==> src/rtl/fruit_pkg.sv <==
// Shared types and constants for the fruit scheduler: slot record, FSM
// state encoding and the LFSR / spawn placement constants.
package fruit_pkg;

  localparam logic [15:0] LFSR_SEED = 16'hACE1;
  // Feedback taps for x^16 + x^14 + x^13 + x^11 + 1 on a left-shifting register
  localparam logic [15:0] LFSR_TAPS = 16'hB400;

  localparam int VY_MAX   = 15;
  localparam int X_MARGIN = 32;
  localparam int X_SPAN   = 576;

  typedef enum logic [1:0] {
    IDLE,
    SPAWN,
    MOVE,
    SLICE
  } sched_state_t;

  typedef struct packed {
    logic              active;
    logic [1:0]        kind;
    logic signed [10:0] x;
    logic signed [10:0] y;
    logic signed [3:0]  vx;
    logic signed [5:0]  vy;
  } fruit_slot_t;

endpackage

==> src/rtl/fruit_lfsr16.sv <==
// 16-bit Fibonacci LFSR that steps once per cycle while advance is high;
// supplies spawn position, velocity and sprite kind.
module fruit_lfsr16
  import fruit_pkg::*;
(
  input  logic        Clk,
  input  logic        Reset_n,
  input  logic        advance,
  output logic [15:0] value
);

  // NOTE: state registers use non-blocking assignment so every flop samples pre-edge values.
  always_ff @(posedge Clk or negedge Reset_n) begin
    if (!Reset_n) value <= LFSR_SEED;
    else if (advance) value <= {value[14:0], ^(value & LFSR_TAPS)};
  end

endmodule

==> src/rtl/fruit_scheduler.sv <==
// Fruit pool scheduler: per-frame spawn/move sweep plus slice scan over NUM_SLOTS slots.
// Optional macro FRUIT_BOMB_EN makes kind 3 a bomb and adds the bomb_hit output.
module fruit_scheduler
  import fruit_pkg::*;
#(
  parameter int NUM_SLOTS    = 4,
  parameter int SCREEN_W     = 640,
  parameter int SCREEN_H     = 480,
  parameter int FRUIT_SIZE   = 16,
  parameter int SPAWN_PERIOD = 60,
  parameter int GRAVITY      = 1,
  parameter int LAUNCH_VY    = 12
) (
  input  logic                   Clk,
  input  logic                   Reset_n,
  input  logic                   frame_tick,
  input  logic                   enable,
  input  logic                   slice_valid,
  input  logic [9:0]             slice_x,
  input  logic [9:0]             slice_y,
  output logic                   slice_ready,
  output logic [NUM_SLOTS-1:0]   fruit_active,
  output logic [NUM_SLOTS*10-1:0] fruit_x,
  output logic [NUM_SLOTS*10-1:0] fruit_y,
  output logic [NUM_SLOTS*2-1:0] fruit_kind,
  output logic                   score_inc,
  output logic                   miss_inc,
  output logic                   overrun
`ifdef FRUIT_BOMB_EN
  ,
  output logic                   bomb_hit
`endif
);

  localparam int IDX_W = $clog2(NUM_SLOTS);
  localparam int CNT_W = $clog2(SPAWN_PERIOD + 1);
  localparam logic [IDX_W-1:0]  LAST_IDX   = IDX_W'(NUM_SLOTS - 1);
  localparam logic [CNT_W-1:0]  SPAWN_LAST = CNT_W'(SPAWN_PERIOD - 1);
  localparam logic signed [11:0] X_MAX     = 12'(SCREEN_W - FRUIT_SIZE);
  localparam logic signed [11:0] Y_OUT     = 12'(SCREEN_H);
  localparam logic signed [11:0] SIZE      = 12'(FRUIT_SIZE);
  localparam logic signed [6:0]  VY_CAP    = 7'(VY_MAX);
  localparam logic [5:0]         VY_CAP6   = 6'(VY_MAX);
  localparam logic signed [6:0]  GRAV      = 7'(GRAVITY);
  localparam logic [5:0]         VY_LAUNCH = 6'(-LAUNCH_VY);
  localparam logic [10:0]        Y_SPAWN   = 11'(SCREEN_H - FRUIT_SIZE);
  localparam logic [10:0]        X_BASE    = 11'(X_MARGIN);
  localparam logic [9:0]         SPAN      = 10'(X_SPAN);

  sched_state_t     state;
  logic [IDX_W-1:0] idx;
  logic [CNT_W-1:0] spawn_cnt;
  logic             pending_frame;
  logic             armed;
  logic [9:0]       slice_xq, slice_yq;
  fruit_slot_t      slots [NUM_SLOTS];

  logic [15:0] lfsr;
  logic        lfsr_advance;
  logic        lfsr_unused;

  assign lfsr_advance = (state == SPAWN);
  assign lfsr_unused  = lfsr[13];

  fruit_lfsr16 u_lfsr (
    .Clk     (Clk),
    .Reset_n (Reset_n),
    .advance (lfsr_advance),
    .value   (lfsr)
  );

  // Ready is withheld for the first cycle out of reset so reset shows all outputs low.
  assign slice_ready = armed && (state == IDLE) && !pending_frame && !frame_tick;

  fruit_slot_t        cur, moved, spawn_slot;
  logic signed [11:0] ext_x, ext_y, mv_x, mv_y, sx, sy;
  logic signed [6:0]  mv_vy;
  logic [9:0]         span_off;
  logic               fall_out, hit, free_found;
  logic [IDX_W-1:0]   free_idx;

  // NOTE: every combinational output gets a default first so no path can infer a latch.
  always_comb begin
    cur   = slots[idx];
    moved = cur;
    ext_x = $signed({cur.x[10], cur.x});
    ext_y = $signed({cur.y[10], cur.y});
    mv_x  = ext_x + $signed({{8{cur.vx[3]}}, cur.vx});
    mv_y  = ext_y + $signed({{6{cur.vy[5]}}, cur.vy});
    mv_vy = $signed({cur.vy[5], cur.vy}) + GRAV;

    moved.y  = mv_y[10:0];
    moved.vy = (mv_vy > VY_CAP) ? VY_CAP6 : mv_vy[5:0];
    if (mv_x[11]) begin
      moved.x  = '0;
      moved.vx = -cur.vx;
    end else if (mv_x > X_MAX) begin
      moved.x  = X_MAX[10:0];
      moved.vx = -cur.vx;
    end else begin
      moved.x = mv_x[10:0];
    end
    fall_out = !moved.vy[5] && (moved.vy != '0) && (mv_y >= Y_OUT);
    if (fall_out) moved.active = 1'b0;

    sx  = $signed({2'b00, slice_xq});
    sy  = $signed({2'b00, slice_yq});
    hit = cur.active && (sx >= ext_x) && (sx < ext_x + SIZE)
                     && (sy >= ext_y) && (sy < ext_y + SIZE);

    span_off          = (lfsr[9:0] >= SPAN) ? lfsr[9:0] - SPAN : lfsr[9:0];
    spawn_slot        = '0;
    spawn_slot.active = 1'b1;
    spawn_slot.x      = X_BASE + {1'b0, span_off};
    spawn_slot.y      = Y_SPAWN;
    spawn_slot.vx     = (lfsr[12:10] == 3'd7) ? 4'd3 : {1'b0, lfsr[12:10]} - 4'd3;
    spawn_slot.vy     = VY_LAUNCH;
`ifdef FRUIT_BOMB_EN
    spawn_slot.kind   = lfsr[15:14];
`else
    spawn_slot.kind   = (lfsr[15:14] == 2'd3) ? 2'd0 : lfsr[15:14];
`endif

    free_found = 1'b0;
    free_idx   = '0;
    for (int i = NUM_SLOTS - 1; i >= 0; i--) begin
      if (!slots[i].active) begin
        free_found = 1'b1;
        free_idx   = IDX_W'(i);
      end
    end
  end

  always_ff @(posedge Clk or negedge Reset_n) begin
    if (!Reset_n) begin
      state         <= IDLE;
      idx           <= '0;
      spawn_cnt     <= '0;
      pending_frame <= 1'b0;
      overrun       <= 1'b0;
      score_inc     <= 1'b0;
      miss_inc      <= 1'b0;
      armed         <= 1'b0;
      slice_xq      <= '0;
      slice_yq      <= '0;
`ifdef FRUIT_BOMB_EN
      bomb_hit      <= 1'b0;
`endif
      // NOTE: the slot array is a few flops, not a RAM, so it takes the async reset too.
      for (int i = 0; i < NUM_SLOTS; i++) slots[i] <= '0;
    end else begin
      score_inc <= 1'b0;
      miss_inc  <= 1'b0;
      armed     <= 1'b1;
`ifdef FRUIT_BOMB_EN
      bomb_hit  <= 1'b0;
`endif
      if (frame_tick && (state == SPAWN || state == MOVE)) overrun <= 1'b1;
      if (frame_tick && state == SLICE) pending_frame <= 1'b1;

      case (state)
        IDLE: begin
          if (frame_tick || pending_frame) begin
            pending_frame <= 1'b0;
            if (enable) state <= SPAWN;
          end else if (slice_valid && slice_ready) begin
            slice_xq <= slice_x;
            slice_yq <= slice_y;
            idx      <= '0;
            state    <= SLICE;
          end
        end
        SPAWN: begin
          // A full pool holds the counter at its last value so the spawn retries every frame.
          if (spawn_cnt == SPAWN_LAST) begin
            if (free_found) begin
              slots[free_idx] <= spawn_slot;
              spawn_cnt       <= '0;
            end
          end else begin
            spawn_cnt <= spawn_cnt + 1'b1;
          end
          idx   <= '0;
          state <= MOVE;
        end
        MOVE: begin
          if (cur.active) begin
            slots[idx] <= moved;
            if (fall_out) miss_inc <= 1'b1;
          end
          if (idx == LAST_IDX) state <= IDLE;
          else idx <= idx + 1'b1;
        end
        SLICE: begin
          if (hit) begin
`ifdef FRUIT_BOMB_EN
            if (cur.kind == 2'd3) begin
              for (int i = 0; i < NUM_SLOTS; i++) slots[i].active <= 1'b0;
              bomb_hit <= 1'b1;
            end else begin
              slots[idx].active <= 1'b0;
              score_inc         <= 1'b1;
            end
`else
            slots[idx].active <= 1'b0;
            score_inc         <= 1'b1;
`endif
            state <= IDLE;
          end else if (idx == LAST_IDX) begin
            state <= IDLE;
          end else begin
            idx <= idx + 1'b1;
          end
        end
        default: state <= IDLE;
      endcase
    end
  end

  always_ff @(posedge Clk or negedge Reset_n) begin
    if (!Reset_n) begin
      fruit_active <= '0;
      fruit_x      <= '0;
      fruit_y      <= '0;
      fruit_kind   <= '0;
    end else begin
      for (int i = 0; i < NUM_SLOTS; i++) begin
        fruit_active[i]        <= slots[i].active;
        fruit_x[10*i +: 10]    <= slots[i].x[9:0];
        fruit_y[10*i +: 10]    <= slots[i].y[9:0];
        fruit_kind[2*i +: 2]   <= slots[i].kind;
      end
    end
  end

endmodule
==> config.mk <==
export PLATFORM = sky130hd
export DESIGN_NAME = fruit_scheduler
export DESIGN_NICKNAME = d
export VERILOG_FILES = /design/src/rtl/fruit_pkg.sv /design/src/rtl/fruit_lfsr16.sv /design/src/rtl/fruit_scheduler.sv
export SDC_FILE = /design/constraint.sdc
export NUM_CORES = 1
export LEC_CHECK = 0
export ABC_AREA = 0
export BUFFER_PORTS_ARGS = -buffer_cell sky130_fd_sc_hd__buf_2
export CAP_MARGIN = 20
export CORE_MARGIN = 1
export CORE_UTILIZATION = 25
export CTS_BUF_LIST = sky130_fd_sc_hd__clkbuf_4
export DETAILED_ROUTE_END_ITERATION = 16
export PLACE_DENSITY = 0.42
export SLEW_MARGIN = 30
export SYNTH_ARGS = -nofsm -noshare
export SYNTH_HDL_FRONTEND = slang
export SYNTH_SLANG_ARGS = --single-unit
==> constraint.sdc <==
create_clock -name Clk -period 5.34 [get_ports Clk]
set_input_delay 0.267 -clock Clk [delete_from_list [all_inputs] [get_ports Clk]]
set_output_delay 0.267 -clock Clk [all_outputs]
set_load 0.02 [all_outputs]
==> summary.md <==
| Metric | Value |
|---|---|
| Startpoint Class | flop |
| Seq/Total Area, Yosys | 49.8% |
| Routed vias/inst | 4.93 |
| Syn avg cell area | 11.1 um2 |
| Reg2reg path depth | 11 |
| Starting Density | 25.3% |
| Grt ovf | 0 |
| Peak fanout along the critical path | 13 |
| Seq pwr share | 28.9% |
| Slew headroom | 33.5% |
| Placed cells | 2124 |
| Synth Area in XOR/XNOR | 2.15% |
| Peak supply drop | 255 uV |
| Cell area after layout | 0.0171 mm2 |
| Die width | 241 um |
| Seq cells post-synth | 283 |
| Core box area | 0.0564 mm2 |
| Max Clock Freq | 201 MHz |
| PortBufs | 120 |
| Critical path arrival | 5.68 ns |
| Largest family of logic cells by synthesized area | compound AO/OA/AOI/OAI gates |
| Mapped Area | 0.0143 mm2 |
| Post-synthesis async set-or-reset flop share | 100% |
| Clock skew | 0.0531 ns |
| Die area | 0.0580 mm2 |
| Post-Synth Adder-Cell Area | 6.76% |
| Netlist cell types | 86 |
| Post-Syn Instances | 1283 |
| Root buf cell | clkbuf_4 |
| TritonCTS clock tree | yes |
| Setup Buffers After CTS | 0 |
| Initial antenna violation count | 1 |
| Synthesis-to-layout area growth | 20.0% |
| Area of the multi-input gates | 0.00677 mm2 |
| Routed WL | 46400 um |
| DR iter-0 viols | 880 |
| Clk_lat worst skew | 0.83 ns |
| Vias in the first global route | 11400 |
| Hold depth | 4 |
| Finished Layout Cells | 2307 |
| Clk network pwr share | 16.9% |
| Max Buffers Root-to-Sink | 3 |
| First-pass GRT wire length | 70300 um |
| Worst Hold Class | input pin to flop |
| FF/Latch Area | 0.00709 mm2 |
| # DRC | 0 |
| Worst Tran Pin Value | 0.996 ns |
| NetSw | 5.85 mW |
| P_leak | 7.74 nW |
| Post-synthesis compound-gate area fraction | 18.4% |
| Final hold vios | 0 |
| RSZ-0062 raised after global routing | false |
| Sw Ratio | 47.9% |
| Commonest non-fill, non-tap cell in the layout | dfrtp_1 |
| Clock transition at path regs | 0.07 ns |
| Hold endpoint | slice_yq[2] |
| Gate power share | 54.2% |
| Synthesized netlist net count | 1383 |
| Status | complete, no violations |
| Fillcell total | 5930 |
| # setup viols final | 0 |
| ANT nets after route | 0 |
| Yosys warning count | 0 |
| Boundary Pins | 121 |
| Vias | 11400 |
| EDFF count, synth | 0 |
| Hold Startpoint | slice_valid |
| CTS sink cnt | 283 |
| Min Tclk post-route | 4.98 ns |
| Period utilization | 93.2% |
| Site row count | 87 |
| Mux cell area share after synthesis | 9.13% |
| Pin count of the biggest net entering global routing | 119 |
| WP data required | 6.04 ns |
| CTS Buf Count | 85 |
| Layout cells sized above 1 | 24.8% |
| Primary FF master, synth | dfrtp_1 |
| Pint | 6.36 mW |
| Reg2reg setup slack | 0.36 ns |
| Most frequent cells in the layout | 273 x dfrtp_1, 133 x nand2_1, 119 x buf_2 |
| TNS Setup | 0 ns |
| H-tree depth | 3 |
| Placer Congestion | 0.865 |
| Max-Cap Viols | 0 |
| Final #Nets | 1580 |
| Simple-gate area share of the yosys netlist | 10.8% |
| RR Startpoint | idx[0] |
| Die Y | 241 um |
| DR pass1 iterations | 5 |
| Pwr/cell area | 714 mW/mm2 |
| Detailed placer's ending HPWL | 31900 um |
| All-layer global routing usage | 16.2% |
| Critical Path Start | idx[0] |
| Placed cell area | 0.0158 mm2 |
| Critical Path Sink Type | flop |
| Max-slew violations | 0 |
| Kind of critical path | flop to flop |
| Routed WL per cell | 20.1 um |
==> cell type report <==
class | instances | share of cell area [%]
flip-flops and latches | 283 | 41.5
clock buffers | 117 | 5.13
well taps | 756 | 5.53
repair buffers | 164 | 6.12
diodes | 1 | 0.0146
multi-input cells | 899 | 39.6
inverters | 47 | 1.03
clock inverters | 40 | 1.14
==> critical path, cell delays in order (launching register included) <==
cell and delay (ns):
dfrtp_2 0.72, buf_4 0.30, mux4_2 0.61, fa_1 0.52
a211oi_1 0.52, nor3_1 0.11, o22ai_1 0.19, xnor2_1 0.23
o31a_1 0.42, nor3_1 0.80, a22oi_1 0.21, o21ai_0 0.22
==> synthesized netlist by cell type, drive strengths merged, types with 4 or more instances <==
cell type  number  area (um2)
dfrtp         275        6880
nand2         133         499
o21ai         110         551
ha             73         913
a21oi          64         320
nor2           64         273
a22o           63         552
inv            47         176
mux2           42         473
clkbuf         39         149
mux4           35         788
a22oi          27         203
xnor2          27         236
nor3           26         130
nand3          24         133
a21o           17         128
and2           16         100
buf            15         105
o22ai          13        81.3
a211oi         12        95.1
nand2b         11        76.3
a31oi          10        62.6
dfstp           8         210
xor2            8        70.1
nor2b           7        43.8
o211ai          6        45.0
o21a            6        45.0
a32oi           5        43.8
and3            5        31.3
o2bb2ai         5        43.8
a211o           4        35.0
a2bb2oi         4        35.0
mux2i           4        40.0
nand4           4        25.0
o31ai           4        30.0
or2             4        25.0
==> metal layers <==
layer / routed length, um / GRT usage (%)
met1: 21900 / 22.5
met2: 21100 / 24.6
met3: 2400 / 3.28
met4: 1040 / 6.58
met5: 0 / 0
==> logic make-up after synthesis <==
family / after synthesis
buffers and inverters: 101
multiplexers: 81
AO/OA/AOI/OAI: 388
flip-flops: 283
adder cells (fa/ha/maj): 76
AND/OR/NAND/NOR: 318
other: 1
XOR/XNOR: 35
==> power groups by stage <==
stage	Combinational [mW]	Sequential (mW)	Clock (mW)
final	6.62	3.53	2.06
after global routing	7.28	3.63	2.29
after CTS	6.60	3.54	2.16
after detailed placement	6.56	3.57	0
after global placement	6.52	3.58	0
after floorplan	4.46	3.54	0
==> how the worst max path moves through the flow <==
stage,cells after the start,slack [ns],to
after CTS,11,0.35,flop
final,11,0.36,flop
after floorplan,16,0.49,flop
after global placement,11,0.50,flop
after global routing,11,0.005,flop
after detailed placement,11,0.41,flop
==> repair_timing <==
| action | 4_1_cts | 5_1_grt |
|---|---|---|
| resized for setup | 0 | 0 |
| hold endpoints to repair | 131 | 21 |
| hold buffers | 23 | 1 |
==> metrics by stage <==
stage / total power, mW / setup slack (ns) / hold slack, ns / util (%)
final: 12.2 / 0.363 / 0.152 / 30.3
after detailed placement: 10.1 / 0.407 / 0.389 / 28.0
after floorplan: 7.99 / 0.495 / -0.0286 / -
after global placement: 10.1 / 0.503 / 0.393 / 27.9
after CTS: 12.3 / 0.352 / 0.0668 / 30.3
after global routing: 13.2 / 0.00497 / 0.125 / 30.3
(Power assumes the default switching activity.)
